===== src/rtl/imem_load_ctrl_pkg.sv =====
// Shared definitions for the instruction-memory load controller and the fetch stage.
package imem_load_ctrl_pkg;

    typedef enum logic [1:0] {
        ST_IDLE  = 2'd0,
        ST_LOAD  = 2'd1,
        ST_FLUSH = 2'd2,
        ST_RUN   = 2'd3
    } ld_state_e;

    localparam int FLUSH_CYCLES_DEF = 2;

endpackage


===== src/rtl/imem_load_ctrl_if.sv =====
// Loader stream, fetch-stage and instruction-memory control signals of imem_load_ctrl.
interface imem_load_ctrl_if #(
    parameter int ADDR_W = 8
);
    logic              load_start;
    logic [ADDR_W-1:0] load_base;
    logic [ADDR_W:0]   load_len;
    logic              ld_valid;
    logic [31:0]       ld_data;
    logic              ld_ready;
    logic              fetch_req;
    logic              fetch_stall;
    logic              fetch_flush;
    logic              imem_read_en;
    logic              imem_write_en;
    logic              imem_flush;
    logic [ADDR_W-1:0] imem_write_addr;
    logic [31:0]       imem_write_data;
    logic              cpu_hold;
    logic              load_busy;
    logic              load_done;
    logic [ADDR_W:0]   words_written;

    modport master (
        output load_start, load_base, load_len, ld_valid, ld_data,
               fetch_req, fetch_stall, fetch_flush,
        input  ld_ready, imem_read_en, imem_write_en, imem_flush,
               imem_write_addr, imem_write_data, cpu_hold, load_busy,
               load_done, words_written
    );

    modport slave (
        input  load_start, load_base, load_len, ld_valid, ld_data,
               fetch_req, fetch_stall, fetch_flush,
        output ld_ready, imem_read_en, imem_write_en, imem_flush,
               imem_write_addr, imem_write_data, cpu_hold, load_busy,
               load_done, words_written
    );
endinterface


===== src/rtl/imem_load_ctrl.sv =====
// Streams a program image into instruction memory, flushes, then hands the memory to fetch.
module imem_load_ctrl
    import imem_load_ctrl_pkg::*;
#(
    parameter int ADDR_W       = 8,
    parameter int FLUSH_CYCLES = FLUSH_CYCLES_DEF
) (
    input  logic             clk,
    input  logic             rst,
    imem_load_ctrl_if.slave  bus
);

    localparam int FC_W = (FLUSH_CYCLES > 1) ? $clog2(FLUSH_CYCLES) : 1;
    localparam logic [ADDR_W:0] CNT_ONE    = {{ADDR_W{1'b0}}, 1'b1};
    localparam logic [FC_W-1:0] FLUSH_ONE  = {{(FC_W-1){1'b0}}, 1'b1};
    localparam logic [FC_W-1:0] FLUSH_LAST = FC_W'(FLUSH_CYCLES - 1);

    ld_state_e         state_q, state_d;
    logic [ADDR_W:0]   count_q, count_d;
    logic [FC_W-1:0]   flush_cnt_q, flush_cnt_d;
    logic [ADDR_W-1:0] base_q, base_d;
    logic [ADDR_W:0]   len_q, len_d;
    logic              done_q, done_d;

    logic              start_ok;
    logic              ld_ready;
    logic              read_en;
    logic              write_en;
    logic              flush;
    logic              cpu_hold;
    logic              load_done;

    always_ff @(posedge clk or posedge rst) begin
        if (rst) begin
            state_q     <= ST_IDLE;
            count_q     <= '0;
            flush_cnt_q <= '0;
            base_q      <= '0;
            len_q       <= '0;
            done_q      <= 1'b0;
        end else begin
            state_q     <= state_d;
            count_q     <= count_d;
            flush_cnt_q <= flush_cnt_d;
            base_q      <= base_d;
            len_q       <= len_d;
            done_q      <= done_d;
        end
    end

    // A start seen while rst is still high must not leak a load_done pulse.
    assign start_ok = bus.load_start & ~rst;

    always_comb begin
        state_d     = state_q;
        count_d     = count_q;
        flush_cnt_d = flush_cnt_q;
        base_d      = base_q;
        len_d       = len_q;
        done_d      = 1'b0;
        ld_ready    = 1'b0;
        read_en     = 1'b0;
        write_en    = 1'b0;
        flush       = 1'b0;
        cpu_hold    = 1'b1;
        load_done   = done_q;

        case (state_q)
            ST_IDLE: begin
                if (start_ok) begin
                    base_d      = bus.load_base;
                    len_d       = bus.load_len;
                    count_d     = '0;
                    flush_cnt_d = '0;
                    if (bus.load_len != '0) begin
                        state_d = ST_LOAD;
                    end else begin
                        state_d   = ST_FLUSH;
                        load_done = 1'b1;
                    end
                end
            end
            ST_LOAD: begin
                ld_ready = 1'b1;
                if (bus.ld_valid) begin
                    write_en = 1'b1;
                    count_d  = count_q + CNT_ONE;
                    if (count_d == len_q) begin
                        state_d     = ST_FLUSH;
                        done_d      = 1'b1;
                        flush_cnt_d = '0;
                    end
                end
            end
            ST_FLUSH: begin
                flush = 1'b1;
                if (flush_cnt_q == FLUSH_LAST) begin
                    state_d = ST_RUN;
                end else begin
                    flush_cnt_d = flush_cnt_q + FLUSH_ONE;
                end
            end
            ST_RUN: begin
                cpu_hold = 1'b0;
                flush    = bus.fetch_flush;
                read_en  = bus.fetch_req & ~bus.fetch_stall;
                if (start_ok) begin
                    // The reload cycle gives the memory port to the loader.
                    read_en     = 1'b0;
                    base_d      = bus.load_base;
                    len_d       = bus.load_len;
                    count_d     = '0;
                    flush_cnt_d = '0;
                    if (bus.load_len != '0) begin
                        state_d = ST_LOAD;
                    end else begin
                        state_d   = ST_FLUSH;
                        load_done = 1'b1;
                    end
                end
            end
            default: state_d = ST_IDLE;
        endcase
    end

    assign bus.ld_ready        = ld_ready;
    assign bus.imem_read_en    = read_en;
    assign bus.imem_write_en   = write_en;
    assign bus.imem_flush      = flush;
    assign bus.imem_write_addr = base_q + count_q[ADDR_W-1:0];
    assign bus.imem_write_data = write_en ? bus.ld_data : 32'd0;
    assign bus.cpu_hold        = cpu_hold;
    assign bus.load_busy       = (state_q == ST_LOAD);
    assign bus.load_done       = load_done;
    assign bus.words_written   = count_q;

endmodule


===== src/flat_wrapper.sv =====
// flat-port wrapper written by rule: the top's interface ports become plain ports
module imem_load_ctrl_flat import imem_load_ctrl_pkg::*;
#(
    parameter int ADDR_W       = 8,
    parameter int FLUSH_CYCLES = FLUSH_CYCLES_DEF
)
  (clk, rst, bus_load_start, bus_load_base, bus_load_len, bus_ld_valid, bus_ld_data, bus_fetch_req, bus_fetch_stall, bus_fetch_flush, bus_ld_ready, bus_imem_read_en, bus_imem_write_en, bus_imem_flush, bus_imem_write_addr, bus_imem_write_data, bus_cpu_hold, bus_load_busy, bus_load_done, bus_words_written);
  imem_load_ctrl_if #(.ADDR_W(ADDR_W)) bus_i ();
  input  logic clk;
  input  logic rst;
  input wire logic [$bits(bus_i.load_start)-1:0] bus_load_start;
  input wire logic [$bits(bus_i.load_base)-1:0] bus_load_base;
  input wire logic [$bits(bus_i.load_len)-1:0] bus_load_len;
  input wire logic [$bits(bus_i.ld_valid)-1:0] bus_ld_valid;
  input wire logic [$bits(bus_i.ld_data)-1:0] bus_ld_data;
  input wire logic [$bits(bus_i.fetch_req)-1:0] bus_fetch_req;
  input wire logic [$bits(bus_i.fetch_stall)-1:0] bus_fetch_stall;
  input wire logic [$bits(bus_i.fetch_flush)-1:0] bus_fetch_flush;
  output wire logic [$bits(bus_i.ld_ready)-1:0] bus_ld_ready;
  output wire logic [$bits(bus_i.imem_read_en)-1:0] bus_imem_read_en;
  output wire logic [$bits(bus_i.imem_write_en)-1:0] bus_imem_write_en;
  output wire logic [$bits(bus_i.imem_flush)-1:0] bus_imem_flush;
  output wire logic [$bits(bus_i.imem_write_addr)-1:0] bus_imem_write_addr;
  output wire logic [$bits(bus_i.imem_write_data)-1:0] bus_imem_write_data;
  output wire logic [$bits(bus_i.cpu_hold)-1:0] bus_cpu_hold;
  output wire logic [$bits(bus_i.load_busy)-1:0] bus_load_busy;
  output wire logic [$bits(bus_i.load_done)-1:0] bus_load_done;
  output wire logic [$bits(bus_i.words_written)-1:0] bus_words_written;
  assign bus_i.load_start = bus_load_start;
  assign bus_i.load_base = bus_load_base;
  assign bus_i.load_len = bus_load_len;
  assign bus_i.ld_valid = bus_ld_valid;
  assign bus_i.ld_data = bus_ld_data;
  assign bus_i.fetch_req = bus_fetch_req;
  assign bus_i.fetch_stall = bus_fetch_stall;
  assign bus_i.fetch_flush = bus_fetch_flush;
  assign bus_ld_ready = bus_i.ld_ready;
  assign bus_imem_read_en = bus_i.imem_read_en;
  assign bus_imem_write_en = bus_i.imem_write_en;
  assign bus_imem_flush = bus_i.imem_flush;
  assign bus_imem_write_addr = bus_i.imem_write_addr;
  assign bus_imem_write_data = bus_i.imem_write_data;
  assign bus_cpu_hold = bus_i.cpu_hold;
  assign bus_load_busy = bus_i.load_busy;
  assign bus_load_done = bus_i.load_done;
  assign bus_words_written = bus_i.words_written;
  imem_load_ctrl #(.ADDR_W(ADDR_W), .FLUSH_CYCLES(FLUSH_CYCLES)) u_core (.clk(clk), .rst(rst), .bus(bus_i));
endmodule

===== config.mk =====
export PLATFORM = sky130hd
export DESIGN_NAME = imem_load_ctrl_flat
export DESIGN_NICKNAME = d
export VERILOG_FILES = /design/src/rtl/imem_load_ctrl_pkg.sv /design/src/rtl/imem_load_ctrl_if.sv /design/src/rtl/imem_load_ctrl.sv /design/src/flat_wrapper.sv
export SDC_FILE = /design/constraint.sdc
export NUM_CORES = 1
export LEC_CHECK = 0
export BUFFER_PORTS_ARGS = -buffer_cell sky130_fd_sc_hd__buf_2
export CAP_MARGIN = 20
export CORE_MARGIN = 2
export CORE_UTILIZATION = 46
export DETAILED_ROUTE_END_ITERATION = 16
export GPL_ROUTABILITY_DRIVEN = 0
export PLACE_DENSITY = 0.8
export SLEW_MARGIN = 10
export SYNTH_ARGS = -nofsm -noshare
export SYNTH_HDL_FRONTEND = slang
export SYNTH_SLANG_ARGS = --single-unit

===== constraint.sdc =====
create_clock -name clk -period 3.1 [get_ports clk]
set_clock_uncertainty 0.2 [all_clocks]
set_input_delay 0 -clock clk [delete_from_list [all_inputs] [get_ports clk]]
set_output_delay 0 -clock clk [all_outputs]
set_load 0.05 [all_outputs]

# After elaboration in Yosys (flattened, before gate mapping)
# Cells that the tools add are included.
# W data, S select, Z words.
[op_classes] addsub=3 muxes=28 n_eq_ne=8 n_reduce_logical=8 bitwise=4
[ops] operator="$mux W32" n=1
[ops] operator="$mux W9" n=2
[ops] operator="$pmux W9 S2" n=1
[ops] operator="$mux W1" n=16
[ops] operator="$mux W2" n=5
[ops] operator="$add A9 B1 Y9 const B" n=1
[ops] operator="$eq A9 B9 Y1" n=1
[ops] operator="$reduce_bool A9 Y1" n=1
[ops] operator="$add A8 B8 Y8" n=1
[ops] operator="$ne A2 B1 Y1 const B" n=3
[ops] operator="$pmux W2 S3" n=1
[ops] operator="$reduce_and A3 Y1" n=2
[ops] operator="$eq A2 B2 Y1 const B" n=2
[ops] operator="$reduce_and A4 Y1" n=1
[ops] operator="$pmux W1 S3" n=1
[ops] operator="$and A1 B1 Y1" n=2
[ops] operator="$eq A2 B1 Y1 const B" n=1
[ops] operator="$logic_not A2 Y1" n=1
[ops] operator="$ne A2 B2 Y1 const B" n=1
[ops] operator="$not A1 Y1" n=2
[ops] operator="$pmux W1 S2" n=1
[ops] operator="$reduce_and A2 Y1" n=1
[ops] operator="$reduce_bool A2 Y1" n=1
[ops] operator="$reduce_or A2 Y1" n=1
[ops] operator="$add A1 B1 Y1 const B" n=1
[word_totals] in_bits=56 ff_bits=30 output_inout_bits=56 elab_cells=57

# Logic depth before layout (Yosys ltp)
# Gate-level depths: netlist of run 1.
[depth] depth_word=5 ltp_mapped=9 mapped_depth_nobuf=9

# Worst setup path before layout of run 1
# Ideal clock, no wire load.
[synth_timing] path_type="flip-flop to output port" from="register u_core.count_q[0], in the netlist u_core.bus.words_written[0]" to="output port bus_imem_write_addr[6]" setup_slack_ns=0.221 n_path_buf=0 arrival_time_ns=2.679 required_ns=2.900 stages_incl_launch_ff=10 cell_sequence="dfrtp_1 > ha_1 > inv_1 > fa_1 > inv_1 > a21o_1 > a21oi_1 > o21bai_1 > a21oi_1 > xnor2_1"
[synth_via] elab_chain_len=1
[synth_rtl] item="start, declared" line_no="imem_load_ctrl.sv:19" source="logic [ADDR_W:0] count_q, count_d;"
[synth_rtl] item="start signal, assigned" line_no="imem_load_ctrl.sv:43" source="count_q <= count_d;"
[synth_rtl] item="$add A8 B8 Y8" line_no="imem_load_ctrl.sv:130" source="assign bus.imem_write_addr = base_q + count_q[ADDR_W-1:0];"
[synth_rtl] item="end, declared" line_no="flat_wrapper.sv:23" source="output wire logic [$bits(bus_i.imem_write_addr)-1:0] bus_imem_write_addr;"
# Every way passes these cells.

# Final worst setup path of run 1
[layout_timing] from="register u_core.count_q[1], in the netlist u_core.bus.words_written[1]" to="output port bus_imem_write_addr[7]"
# The elaborated chain is that of the path after synthesis.

==> run metrics, run 1 <==
Num Clock Sinks 30; H-Tree Level Count 2; ratio of routed vias to standard cells 5.11; highest signal layer in the routed design met4; library cell occupying the most area in the post-synthesis netlist sky130_fd_sc_hd__dfrtp_1; clock share of power roughly an eighth; reg-to-reg slack, setup 0.55 ns; maximum resistive drop on vdd 590 uV; number of nets still failing antenna checks after routing 0; minimum clock period after layout approximately 2.7 ns; Register-to-Register Path Depth 7; number of placement rows 25; asr flop ratio synth 100%; EDFF count, synth 0; max-slew violation count 0; CTS tree built; actual transition at the worst max-transition pin 0.789 ns; proportion of synthesized chip area in sequential cells approximately 34%; Crit path required time 2.90 ns; Setup TNS Final 0 ns; number of detailed-routing iterations run before antenna repair 4; Cells after Synth 237; Static Leak 1.71 nW; crit path capture type primary output; crit-path max FO 8; hold_ws 0.110 ns; grt total ovfl 0; instance count after placement with tap cells included 391; total power 2.80 mW; detail-routed net length per standard cell 13.7 um; Detail Route met2 WL 2730 um; number of distinct library cell variants in the gate-level netlist after synthesis 45; part of the power in registers a little under a quarter; die width about 73 um; number of clock buffers inserted by TritonCTS 5; most numerous cell types in the synthesized netlist sky130_fd_sc_hd__and3_1, sky130_fd_sc_hd__dfrtp_1, sky130_fd_sc_hd__mux2_2; power density cells 919 nW/um^2; post-synthesis instance area 2190 um^2; launch point of the worst hold path bus_fetch_stall; Yosys Warn Count 0; post-CTS setup buffer count 0; Final Routed Wirelength 5730 um; CTS clk-pin slew, worst paths 0.06 ns; count of final hold-check violations 0; post-synthesis area per instance 9.25 um^2; layout cell share with drive strength beyond 1 39.4%; achievable frequency 367 MHz; Post-route DRC 0; placeable core area ~4700 um^2; power dissipated by switching net loads 1.46 mW; combinational power share 63.3%; clock root buffer master sky130_fd_sc_hd__clkbuf_8; placed wire-length estimate roughly 4300 um; maximum number of pins on one net before global-route repair 39; global-route wire length before repair 8970 um; worst reg2reg endpoint u_core.flush_cnt_q$_DFFE_PP0P_; # port buffers 111; worst hold path cell count 3; area fraction of the dominant cell type after synthesis 34.2%; number of design-rule violations left by the first detailed-router iteration 119; total global-route track usage 21.5%; vias after detailed routing 2129; setup slack after placement 0.548 ns; final cell area excluding filler cells 3050 um^2; main flop type after synthesis sky130_fd_sc_hd__dfrtp_1; Max Buffers Root-to-Sink 2; data arrival time at the worst-slack endpoint approximately 2.5 ns; final core utilization about two thirds; tightest slew margin relative to the limit 47.3%; Switching Fraction 52.0%; initial standard-cell utilization of the core 47.0%; number of nets in the final layout 430; design internal power 1.34 mW; setup slack of the critical path after layout 0.372 ns; net count after synthesis 305; RR Startpoint u_core.bus.words_written[0]$_DFFE_PP0P_; top-level I/O count 112; routed length on met1 2670 um; final setup violation count 0; flops & latches, synth 30; leading cell type by number of instances after synthesis sky130_fd_sc_hd__and3_1; antenna diode instance count 0; Hold Crit Endpoint bus_imem_read_en; critical path start-end classification reg2out; outcome finished, final reports clean; chip height around 73 um; vias in the first global route 1922; cells taking the most area after synthesis sky130_fd_sc_hd__dfrtp_1, sky130_fd_sc_hd__and3_1, sky130_fd_sc_hd__mux2_2; die footprint 5330 um^2; type of the tightest min-delay check in2out; number of maximum-capacitance violations 0; detailed-routed wire length on met3 273 um; layout overhead on the synthesized area 39.1%; number of standard cells in the final layout excluding fillers 417; Skew-Pair Late Insertion Delay 0.27 ns; antenna violations before repair 0; critical path startpoint category flip-flop; fin crit share 88.0%; unrepaired setup endpoints after global routing no; area after detailed placement 2760 um^2
-- worst max-delay path: stages, from the launching register on --
cell and delay [ns]:
sky130_fd_sc_hd__dfrtp_1 0.46, sky130_fd_sc_hd__ha_1 0.32, sky130_fd_sc_hd__a21o_1 0.17, sky130_fd_sc_hd__a21oi_1 0.23, sky130_fd_sc_hd__nor2b_1 0.08, sky130_fd_sc_hd__o21a_1 0.20
sky130_fd_sc_hd__o41ai_1 0.34, sky130_fd_sc_hd__xnor2_1 0.17, sky130_fd_sc_hd__buf_2 0.29
-- kinds of logic after synthesis --
family | share of synthesized area, %
DFF | 34.2
muxes | 10.1
adders and majority gates | 7.19
AOI/OAI and AO/OA | 11.8
xor gates and xnor gates | 7.99
buffers and inverters | 5.48
and+or+nand+nor | 23.2
-- flip-flops by register name (all words and copies together) (netlist names) --
signal	count
u_core.bus.words_written	9
u_core.len_q	9
u_core.base_q	8
u_core.state_q	2
u_core.done_q	1
u_core.flush_cnt_q	1
-- per-layer routing --
metal | global-route usage [%] | up-vias
met1 | 31.4 | 991
met4 | 4.32 | 0
met5 | 0 | -
li1 | - | 1081
met3 | 3.73 | 6
met2 | 33.3 | 51
-- area by class of cell --
| type | instances | area, um^2 |
|---|---|---|
| flip-flops and latches | 30 | 751 |
| multi-input cells | 181 | 1320 |
| repair buffers | 131 | 751 |
| well taps | 54 | 67.6 |
| clock buffers | 8 | 110 |
| fillers | 395 | 1610 |
| inverters | 13 | 48.8 |
-- how the worst max path moves through the flow --
stage / slack (ns) / startpoint / to / depth (start not counted)
2_1_floorplan: 0.22 / u_core.bus.words_written[0]$_DFFE_PP0P_ / bus_imem_write_addr[6] / 9
3_3_place_gp: 0.66 / u_core.bus.words_written[0]$_DFFE_PP0P_ / u_core.flush_cnt_q$_DFFE_PP0P_ / 7
3_5_place_dp: 0.55 / u_core.bus.words_written[0]$_DFFE_PP0P_ / u_core.flush_cnt_q$_DFFE_PP0P_ / 7
4_1_cts: 0.35 / u_core.bus.words_written[1]$_DFFE_PP0P_ / bus_imem_write_addr[7] / 8
5_1_grt: 0.17 / u_core.bus.words_written[1]$_DFFE_PP0P_ / bus_imem_write_addr[7] / 8
6_report: 0.37 / u_core.bus.words_written[1]$_DFFE_PP0P_ / bus_imem_write_addr[7] / 8
-- power by group through the flow --
stage               registers (mW)  logic (mW)  clock network, mW
floorplan                    0.648        1.41                  0
global placement             0.659        1.72                  0
detailed placement           0.669        1.76                  0
CTS                          0.663        1.78              0.368
global route                 0.687        1.92              0.386
finish                       0.665        1.77              0.363
-- layout by cell type (no fill, tap or decap), types with 3 or more instances in the layout --
cell type                       netlist  layout
sky130_fd_sc_hd__ha_1                11      11
sky130_fd_sc_hd__nor2b_1              4       4
sky130_fd_sc_hd__inv_1               13      13
sky130_fd_sc_hd__o21ai_0             11      11
sky130_fd_sc_hd__xnor2_1             13      13
sky130_fd_sc_hd__nor3_1               7       7
sky130_fd_sc_hd__a21oi_1              9       9
sky130_fd_sc_hd__mux2i_1              3       3
sky130_fd_sc_hd__nand3b_1             3       3
sky130_fd_sc_hd__dfrtp_1             30      30
sky130_fd_sc_hd__dlygate4sd3_1        0      18
sky130_fd_sc_hd__nand3_1              5       5
sky130_fd_sc_hd__mux2_2              17      17
sky130_fd_sc_hd__and3_1              32      32
sky130_fd_sc_hd__o21bai_1             3       3
sky130_fd_sc_hd__nand2_1             13      13
sky130_fd_sc_hd__clkbuf_8             0       8
sky130_fd_sc_hd__buf_2                0     111
sky130_fd_sc_hd__nor2_1              12      12
sky130_fd_sc_hd__xor2_1               7       7
-- repair_timing --
item / CTS / global route
gates resized for setup: 0 / 0
endpoints found under the hold margin: 47 / 0
hold buffers: 18 / 0
(Power assumes the default switching activity.)
==> run 2: changes to the inputs <==
--- a/config.mk
+++ b/config.mk
@@ -12,6 +12,7 @@
 export DETAILED_ROUTE_END_ITERATION = 16
 export GPL_ROUTABILITY_DRIVEN = 0
 export PLACE_DENSITY = 0.8
+export RECOVER_POWER = 25
 export SLEW_MARGIN = 10
 export SYNTH_ARGS = -nofsm -noshare
 export SYNTH_HDL_FRONTEND = slang
==> run metrics, run 2 (synthesis gave the netlist of run 1 again) <==
Skew-Pair Late Insertion Delay 0.27 ns (about the same); total of cells resized after clock tree synthesis 0 (unchanged); CTS clk-pin slew, worst paths 0.06 ns (about the same); H-Tree Level Count 2 (unchanged); area after detailed placement 2760 um^2 (unchanged); # port buffers 111 (unchanged); fin crit share 88.0% (about the same); maximum resistive drop on vdd 590 uV (about the same); number of standard cells in the final layout excluding fillers 417 (unchanged); tightest slew margin relative to the limit -7.73% (-55 points); most common library cell in the layout ignoring fill and taps sky130_fd_sc_hd__buf_2; setup slack after placement 0.548 ns (unchanged); Setup TNS Final 0 ns (unchanged); setup slack of the critical path after layout 0.372 ns (-0.0000450 ns); power density cells 920 nW/um^2 (+0.17%); initial standard-cell utilization of the core 47.0% (unchanged); critical path start-end classification reg2out; antenna violations before repair 0 (unchanged); number of maximum-capacitance violations 1 (+1); critical path startpoint category flip-flop; grt total ovfl 0 (unchanged); top-level I/O count 112 (unchanged); global-route wire length before repair 8970 um (unchanged); post-CTS setup buffer count 0 (unchanged); count of final hold-check violations 0 (unchanged); antenna diode instance count 0 (unchanged); hold_ws 0.110 ns (-0.000150 ns); commonest non-fill, non-tap cells in the layout sky130_fd_sc_hd__buf_2, sky130_fd_sc_hd__and3_1, sky130_fd_sc_hd__dfrtp_1, sky130_fd_sc_hd__dlygate4sd3_1, sky130_fd_sc_hd__mux2_2; total global-route track usage 21.5% (unchanged); CTS tree built; number of design-rule violations left by the first detailed-router iteration 114 (-4.2%); type of the tightest min-delay check in2out; Post-route DRC 0 (unchanged); max-slew violation count 31 (+31); layout cell share with drive strength beyond 1 39.1% (-0.28 points); achievable frequency 367 MHz (about the same); detail-routed net length per standard cell 13.8 um (+0.40%); data arrival time at the worst-slack endpoint 2.53 ns (about the same); number of clock buffers inserted by TritonCTS 5 (unchanged); die width 73.0 um (unchanged); number of placement rows 25 (unchanged); minimum clock period after layout 2.73 ns (+0.0000450 ns); vias after detailed routing 2148 (+0.89%); crit path capture type primary output; number of nets in the final layout 430 (unchanged); final cell area excluding filler cells 3050 um^2 (-0.12%); Final Routed Wirelength 5750 um (+0.40%); number of nets still failing antenna checks after routing 0 (unchanged); layout overhead on the synthesized area 38.9%; maximum number of pins on one net before global-route repair 39 (unchanged); Static Leak 1.71 nW (-0.21%); placed wire-length estimate 4320 um (unchanged); final setup violation count 0 (unchanged); Num Clock Sinks 30 (unchanged); number of detailed-routing iterations run before antenna repair 4 (unchanged); source of the critical timing path u_core.bus.words_written[1]$_DFFE_PP0P_; unrepaired setup endpoints after global routing no; placeable core area 4660 um^2 (unchanged); ratio of routed vias to standard cells 5.15 (+0.89%); die footprint 5330 um^2 (unchanged); RR Startpoint u_core.bus.words_written[0]$_DFFE_PP0P_; CP Capture Point bus_imem_write_addr[7]; instance count after placement with tap cells included 391 (unchanged); Max Buffers Root-to-Sink 2 (unchanged); Register-to-Register Path Depth 7 (unchanged); Crit path required time 2.90 ns (about the same); reg-to-reg slack, setup 0.55 ns (about the same); actual transition at the worst max-transition pin 1.62 ns (+0.827 ns); vias in the first global route 1922 (unchanged); clock root buffer master sky130_fd_sc_hd__clkbuf_8; chip height 73.0 um (unchanged); failing checks max-capacitance violations, max-slew violations; worst reg2reg endpoint u_core.flush_cnt_q$_DFFE_PP0P_; outcome finished with violations; crit-path max FO 8 (unchanged)
-- run 2: cell count changes in the layout (fill, tap and decap cells not counted) --
cell	before	now
sky130_fd_sc_hd__buf_4	2	1
sky130_fd_sc_hd__clkbuf_1	0	1
-- run 2: layer usage --
layer	track usage [%]	share of wire, %	vias up
met3	3.73	4.4	4
met2	33.3	49	52
met4	4.32	0.75	0
met5	0	0	-
met1	31.4	46	1009
li1	-	-	1083
-- run 2: power by group --
group	leakage, nW	total (mW)	internal [mW]	switching [mW]
Clock	0.0575	0.363	0.224	0.139
Sequential	0.377	0.665	0.534	0.130
Combinational	1.27	1.78	0.585	1.19
-- run 2: worst min path at each step --
stage,from,end,depth (start not counted)
finish,bus_fetch_stall,bus_imem_read_en,3
global route,bus_fetch_stall,bus_imem_read_en,3
CTS,bus_fetch_stall,bus_imem_read_en,3
detailed placement,rst,u_core.state_q[0]$_DFFE_PP0P_,3
global placement,rst,u_core.state_q[1]$_DFFE_PP0P_,3
floorplan,rst,u_core.base_q[0]$_DFFE_PP0P_,1
-- run 2: per-stage QoR --
stage	power, mW	util, %
after floorplan	2.06	-
after global placement	2.38	59.2
after detailed placement	2.43	59.2
after CTS	2.81	65.4
after global routing	2.99	65.3
final	2.80	65.3
-- run 2: layout make-up --
| class | count | area (um^2) |
|---|---|---|
| fillers | 395 | 1620 |
| multi-input cells | 181 | 1320 |
| flip-flops and latches | 30 | 751 |
| repair buffers | 131 | 747 |
| clock buffers | 8 | 110 |
| well taps | 54 | 67.6 |
| inverters | 13 | 48.8 |
-- run 2: worst max-delay path, cell delays in order, from the launching register on --
cell	delay, ns
sky130_fd_sc_hd__dfrtp_1	0.46
sky130_fd_sc_hd__ha_1	0.32
sky130_fd_sc_hd__a21o_1	0.17
sky130_fd_sc_hd__a21oi_1	0.23
sky130_fd_sc_hd__nor2b_1	0.08
sky130_fd_sc_hd__o21a_1	0.20
sky130_fd_sc_hd__o41ai_1	0.34
sky130_fd_sc_hd__xnor2_1	0.17
sky130_fd_sc_hd__buf_2	0.29
-- run 2: what timing repair did --
item / 4_1_cts / 5_1_grt
hold endpoints to repair: 47 / 0
hold buffers: 18 / 0
setup endpoints to repair: 0 / 0
